===== src/rtl/base_unpacker_if.sv =====
// Valid/ready bundle for base_unpacker: packed-word input side and 2-bit base output side.
// The slave modport is the unpacker; the master modport is its upstream/downstream partner.
interface base_unpacker_if #(
    parameter int BASES = 16
);
    localparam int WORD_W = 2 * BASES;
    localparam int CNT_W  = $clog2(BASES) + 1;

    logic [WORD_W-1:0] in_data;
    logic [CNT_W-1:0]  in_count;
    logic              in_last;
    logic              in_valid;
    logic              in_ready;
    logic [1:0]        out_base;
    logic              out_last;
    logic              out_valid;
    logic              out_ready;

    modport slave (
        input  in_data, in_count, in_last, in_valid, out_ready,
        output in_ready, out_base, out_last, out_valid
    );

    modport master (
        output in_data, in_count, in_last, in_valid, out_ready,
        input  in_ready, out_base, out_last, out_valid
    );
endinterface


===== src/rtl/base_unpacker.sv =====
// Serialises packed 2-bit nucleotide words into one base per cycle for the ASCII expander.
// Optional UNPACK_MSB_FIRST_EN: take base 0 from the top of the word and shift left.
module base_unpacker #(
    parameter int BASES = 16
) (
    input  logic            clk,
    input  logic            rst_n,
    base_unpacker_if.slave  bus,
    output logic            err_zero_o,
    output logic [31:0]     base_total_o
);
    localparam int WORD_W = 2 * BASES;
    localparam int CNT_W  = $clog2(BASES) + 1;

    localparam logic [0:0] EMPTY = 1'b0;
    localparam logic [0:0] EMIT  = 1'b1;

    logic [0:0]        state_q, state_d;
    logic [WORD_W-1:0] sr_q, sr_d;
    logic [CNT_W-1:0]  rem_q, rem_d;
    logic              last_q, last_d;
    logic              out_last_q, out_last_d;
    logic              err_zero_q, err_zero_d;
    logic [31:0]       total_q, total_d;

    logic              in_fire;
    logic              out_fire;
    logic              rem_one;
    logic [CNT_W-1:0]  cnt_clamp;
    logic [WORD_W-1:0] sr_shift;
    logic [1:0]        head_base;

`ifdef UNPACK_MSB_FIRST_EN
    assign head_base = sr_q[WORD_W-1 -: 2];
    assign sr_shift  = {sr_q[WORD_W-3:0], 2'b00};
`else
    assign head_base = sr_q[1:0];
    assign sr_shift  = {2'b00, sr_q[WORD_W-1:2]};
`endif

    assign rem_one   = (rem_q == CNT_W'(1));
    assign out_fire  = (state_q == EMIT) && bus.out_ready;
    // The last base of a word frees the slot in the same cycle, so words stream with no bubble.
    assign bus.in_ready = (state_q == EMPTY) || (out_fire && rem_one);
    assign in_fire   = bus.in_valid && bus.in_ready;
    assign cnt_clamp = (bus.in_count > CNT_W'(BASES)) ? CNT_W'(BASES) : bus.in_count;

    always_comb begin
        // NOTE: every next-state variable gets its hold value first so no path leaves it unassigned (no latch).
        state_d    = state_q;
        sr_d       = sr_q;
        rem_d      = rem_q;
        last_d     = last_q;
        err_zero_d = err_zero_q;
        total_d    = total_q;

        if (out_fire) begin
            total_d = total_q + 32'd1;
            if (rem_one) begin
                state_d = EMPTY;
                rem_d   = '0;
            end else begin
                sr_d  = sr_shift;
                rem_d = rem_q - CNT_W'(1);
            end
        end

        if (in_fire) begin
            if (bus.in_count == '0) begin
                // Zero-count words are dropped entirely, In_Last included.
                err_zero_d = 1'b1;
            end else begin
                state_d = EMIT;
                sr_d    = bus.in_data;
                rem_d   = cnt_clamp;
                last_d  = bus.in_last;
            end
        end

        out_last_d = last_d && (rem_d == CNT_W'(1)) && (state_d == EMIT);
    end

    // NOTE: state registers use non-blocking assignments so every flop samples pre-edge values.
    always_ff @(posedge clk or negedge rst_n) begin
        if (!rst_n) begin
            state_q    <= EMPTY;
            sr_q       <= '0;
            rem_q      <= '0;
            last_q     <= 1'b0;
            out_last_q <= 1'b0;
            err_zero_q <= 1'b0;
            total_q    <= '0;
        end else begin
            state_q    <= state_d;
            sr_q       <= sr_d;
            rem_q      <= rem_d;
            last_q     <= last_d;
            out_last_q <= out_last_d;
            err_zero_q <= err_zero_d;
            total_q    <= total_d;
        end
    end

    assign bus.out_valid = (state_q == EMIT);
    assign bus.out_base  = head_base;
    assign bus.out_last  = out_last_q;
    assign err_zero_o    = err_zero_q;
    assign base_total_o  = total_q;
endmodule


===== src/flat_wrapper.sv =====
// flat-port wrapper written by rule: the top's interface ports become plain ports
module base_unpacker_flat 
#(
    parameter int BASES = 16
)
  (clk, rst_n, err_zero_o, base_total_o, bus_in_data, bus_in_count, bus_in_last, bus_in_valid, bus_out_ready, bus_in_ready, bus_out_base, bus_out_last, bus_out_valid);
  base_unpacker_if #(.BASES(BASES)) bus_i ();
  input  logic clk;
  input  logic rst_n;
  output logic err_zero_o;
  output logic [31:0] base_total_o;
  input wire logic [$bits(bus_i.in_data)-1:0] bus_in_data;
  input wire logic [$bits(bus_i.in_count)-1:0] bus_in_count;
  input wire logic [$bits(bus_i.in_last)-1:0] bus_in_last;
  input wire logic [$bits(bus_i.in_valid)-1:0] bus_in_valid;
  input wire logic [$bits(bus_i.out_ready)-1:0] bus_out_ready;
  output wire logic [$bits(bus_i.in_ready)-1:0] bus_in_ready;
  output wire logic [$bits(bus_i.out_base)-1:0] bus_out_base;
  output wire logic [$bits(bus_i.out_last)-1:0] bus_out_last;
  output wire logic [$bits(bus_i.out_valid)-1:0] bus_out_valid;
  assign bus_i.in_data = bus_in_data;
  assign bus_i.in_count = bus_in_count;
  assign bus_i.in_last = bus_in_last;
  assign bus_i.in_valid = bus_in_valid;
  assign bus_i.out_ready = bus_out_ready;
  assign bus_in_ready = bus_i.in_ready;
  assign bus_out_base = bus_i.out_base;
  assign bus_out_last = bus_i.out_last;
  assign bus_out_valid = bus_i.out_valid;
  base_unpacker #(.BASES(BASES)) u_core (.clk(clk), .rst_n(rst_n), .bus(bus_i), .err_zero_o(err_zero_o), .base_total_o(base_total_o));
endmodule

===== config.mk =====
export PLATFORM = sky130hd
export DESIGN_NAME = base_unpacker_flat
export DESIGN_NICKNAME = d
export VERILOG_FILES = /design/src/rtl/base_unpacker_if.sv /design/src/rtl/base_unpacker.sv /design/src/flat_wrapper.sv
export SDC_FILE = /design/constraint.sdc
export NUM_CORES = 1
export LEC_CHECK = 0
export CAP_MARGIN = 20
export CORE_MARGIN = 4
export CORE_UTILIZATION = 29
export CTS_CLUSTER_SIZE = 16
export DETAILED_ROUTE_END_ITERATION = 7
export PLACE_DENSITY = 0.5
export REMOVE_ABC_BUFFERS = 1
export SLEW_MARGIN = 20
export SYNTH_ARGS = -nofsm -noshare
export SYNTH_HDL_FRONTEND = slang
export SYNTH_SLANG_ARGS = --single-unit

===== constraint.sdc =====
create_clock -name clk -period 1.85 [get_ports clk]
set_input_delay 0.4625 -clock clk [delete_from_list [all_inputs] [get_ports clk]]
set_output_delay 0.4625 -clock clk [all_outputs]
set_load 0.01 [all_outputs]

==> results.yml <==
critical_path:
  sort_of_element_at_the_end_of_the_critical_path: "primary output"
  critical-path-max-stage-delay_ns: 0.39
  worst_path_max_delay_cell: "sky130_fd_sc_hd__dfrtp_1"
  crit_path_cell_trace: "inv_2 > ha_4 > nor4b_4 > buf_4 > a21boi_4 > inv_2 > buf_6"
  crit_required_ns: 1.39
  critPathMaxFanout: 2
  cp_common_cell: "sky130_fd_sc_hd__inv_2"
  crit_arrival_ns: 1.52
  worstSetupStartpointType: "register"
  timing_worst_setup_path_type: "register to primary output"
synth:
  synth.distinct_cells: 42
  synth_edf_count: 0
  average_instance_area_after_synthesis_um2: 10.6
  proportion_of_synthesized_chip_area_in_sequential_cells_pct: 52.6
  yosys_most_used_dff: "sky130_fd_sc_hd__dfrtp_1"
  synth_area_leaders: "sky130_fd_sc_hd__dfrtp_1, sky130_fd_sc_hd__mux2i_1, sky130_fd_sc_hd__nand2_1"
  netlist.top_cell.by_area: "sky130_fd_sc_hd__dfrtp_1"
  gate_count_of_the_mapped_netlist: 328
  synth.most_common_cell: "sky130_fd_sc_hd__dfrtp_1"
  synth.cell_area_mm2: 0.00347
  synth_top_area_share_pct: 52.6
  synth.yosys.warnings: 0
  postSynthRegisterBits: 73
  synthArstFlopShare_pct: 100
  post_synth_most_frequent_cells: "sky130_fd_sc_hd__dfrtp_1, sky130_fd_sc_hd__nand2_1, sky130_fd_sc_hd__mux2i_1, sky130_fd_sc_hd__o21ai_0, sky130_fd_sc_hd__xnor2_1"
route:
  finalWirelength_um: 9370
  post-route-drc-count: 0
  avgViaCountPerCell: 4.66
  routed_wire_length_per_instance_um: 15.0
  drt_first_iter_violations: 109
  detail-route-antenna-nets: 0
  first_pass_iters: 4
  num_vias: 2911
power:
  p_int_mw: 4.62
  worst_ir_drop_vdd_mv: 0.549
  p_comb_share_pct: 33.4
  switching_share_pct: 28.8
  share_clk_of_total_power_pct: 31.0
  power_density_mw_per_mm2: 1120
  finalPower_mw: 6.49
  p_leak_nw: 2.74
  reg_power_share_pct: 35.6
  power.switching_mw: 1.87
layout:
  n_fill_cell: 1089
  finalCoreUtilization_pct: 49.9
  fraction_of_layout_cells_with_a_size_suffix_above_1_pct: 27.6
  antenna_cells: 0
  finalNetCount: 522
  post_synthesis_to_final_layout_area_growth_pct: 66.2
clock_network:
  cts_hold_buffers: 0
  path_clk_slew_ns: 0.06
  cts_made_buffers: 9
  cts-root-buf: "sky130_fd_sc_hd__clkbuf_16"
  clock_tree.htree_level_count: 3
  ctsLongestPathBuffers: 2
  cts_tree: "yes"
  clkLatencyLatePin_ns: 0.33
  clkSinkCount: 73
timing:
  max_slew_violation_total_from_the_final_report: 0
  final_critical_path_setup_slack_ns: -0.129
  final.period_utilization_pct: 107
  report.final.setup_viol: 22
  grt_setup_unrepaired: "true"
  fmaxAchievable_ghz: 0.505
  final.setup.tns_ns: -0.530
  fin_worst_skew_ns: 0.00427
  hold_viol_final: 0
  slew-limit-headroom_pct: 73.2
  worst-slew-pin-transition_ns: 0.403
  min_tclk_post_route_ns: 1.98
die:
  die_height_um: 117
  die-area_mm2: 0.0138
  die_x_um: 117
  boundaryPins: 80
  start_util_pct: 30.0
  core_area_mm2: 0.0116
  fp-row-count: 39
global_routing:
  globalRouteOverflowTotal: 0
  grt_pass1_vias: 2874
  grt.total_usage_pct: 12.3
  grt_antenna_before_repair: 0
  first_pass_grt_wire_length_um: 14000
  grt_max_degree: 74
outcome:
  status: "complete, but fails checks"
  failed_checks: "setup timing"
place:
  pre_cts_slack_ns: -0.559
  placed_wire_length_estimate_um: 5820
  gp_congestion: 0.770
  placement.io_buffers: 79
min_path:
  worst_hold_path_type: "input pin to asynchronous set/reset pin"
flow_run:
  maxCapViolCount: 0
-- critical path, delay by kind of cell, from the launching register on --
family / cells / cell delay, ns
adder cells (fa/ha/maj): 1 / 0.12
flip-flops: 1 / 0.39
AND/OR/NAND/NOR: 1 / 0.19
AO/OA/AOI/OAI: 1 / 0.05
buffers and inverters: 4 / 0.43
-- metrics by stage --
step,instance area (um^2),hold WS [ns],cells
after floorplan,3390,0.167,313
after global placement,4790,0.459,584
after detailed placement,4790,0.465,584
after CTS,5260,0.154,605
after global routing,5770,0.139,625
final,5770,0.136,625
-- final cells by class --
cell class / instances / area [um^2] / area share, %
inverter: 9 / 33.8 / 0.585
clock buffer: 11 / 243 / 4.20
sequential: 73 / 1830 / 31.7
multi-input combinational: 232 / 1770 / 30.6
tap: 143 / 179 / 3.10
clock inverter: 5 / 103 / 1.78
timing repair buffer: 152 / 1620 / 28.1
-- state kept, by name, indices dropped and copies added, names as in the netlist --
name	count
u_core.base_total_o	32
u_core.last_q	1
u_core.sr_q	32
u_core.rem_q	5
u_core.bus.out_valid	1
u_core.err_zero_o	1
u_core.bus.out_last	1
-- cells in the final DEF (no fill, tap or decap), types with 2 or more instances in the layout --
cell / n
sky130_fd_sc_hd__o21ai_1: 8
sky130_fd_sc_hd__ha_4: 2
sky130_fd_sc_hd__and2_1: 2
sky130_fd_sc_hd__xnor2_1: 18
sky130_fd_sc_hd__nor4_1: 2
sky130_fd_sc_hd__or3b_4: 2
sky130_fd_sc_hd__dfrtp_1: 72
sky130_fd_sc_hd__buf_8: 3
sky130_fd_sc_hd__and4_1: 3
sky130_fd_sc_hd__xor2_1: 15
sky130_fd_sc_hd__nand3_1: 13
sky130_fd_sc_hd__dlymetal6s2s_1: 7
sky130_fd_sc_hd__mux2i_1: 31
sky130_fd_sc_hd__o21ai_0: 24
sky130_fd_sc_hd__clkdlybuf4s50_1: 65
sky130_fd_sc_hd__o21ai_2: 2
sky130_fd_sc_hd__buf_6: 10
sky130_fd_sc_hd__nor3_2: 5
sky130_fd_sc_hd__nor3_4: 5
sky130_fd_sc_hd__inv_2: 2
sky130_fd_sc_hd__bufinv_16: 3
sky130_fd_sc_hd__inv_1: 7
sky130_fd_sc_hd__clkbuf_16: 17
sky130_fd_sc_hd__and3_1: 5
sky130_fd_sc_hd__buf_4: 48
sky130_fd_sc_hd__buf_12: 6
sky130_fd_sc_hd__nand2_1: 55
sky130_fd_sc_hd__dlygate4sd2_1: 5
sky130_fd_sc_hd__nor2_1: 7
sky130_fd_sc_hd__nor4_4: 2
sky130_fd_sc_hd__nand4_1: 3
-- power by group through the flow --
stage / Combinational, mW / Clock (mW) / Sequential [mW]
6_report: 2.17 / 2.01 / 2.31
5_1_grt: 2.38 / 2.15 / 2.36
4_1_cts: 1.78 / 2.07 / 2.31
3_5_place_dp: 1.65 / 0 / 2.31
3_3_place_gp: 1.62 / 0 / 2.30
2_1_floorplan: 0.800 / 0 / 2.34
-- path summary, 6_finish.rpt --
path / from / end / slack, ns / cells past startpoint
worst max-delay path: u_core.rem_q[1] / bus_in_ready / -0.13 / 7
worst min-delay path: rst_n / u_core.base_total_o[27] / 0.14 / 2
worst max register to register: u_core.rem_q[1] / u_core.bus.out_last / -0.07 / 11
worst min register to register: u_core.base_total_o[17] / u_core.base_total_o[17] / 0.49 / 1
max in group asynchronous: rst_n / u_core.base_total_o[3] / 1.38 / 2
min in group clk: bus_in_count[3] / u_core.err_zero_o / 0.49 / 3
-- repair_timing --
action | CTS | global route
setup buffers | 6 | 10
pin swaps | 10 | 18
setup endpoints to repair | 45 | 51
gates cloned | 1 | 11
resized for setup | 29 | 49
-- routing by layer --
| metal | vias up | global-route usage, % | routed length (um) |
|---|---|---|---|
| met5 | - | 0 | 0 |
| met4 | 0 | 3.52 | 119 |
| met3 | 7 | 4.33 | 356 |
| met2 | 63 | 19.7 | 4420 |
| met1 | 1407 | 15.8 | 4480 |
| li1 | 1434 | - | - |
-- logic make-up (layout without fill, tap and decap cells) --
family / after synthesis / after routing / share of synthesized area [%]
buffers and inverters: 24 / 177 / 3.46
multiplexers: 32 / 32 / 9.26
AND/OR/NAND/NOR: 120 / 121 / 18.3
adder cells (fa/ha/maj): 3 / 3 / 1.08
AO/OA/AOI/OAI: 43 / 43 / 7.02
flip-flops: 73 / 73 / 52.6
XOR/XNOR: 33 / 33 / 8.32
(Power assumes the default switching activity.)
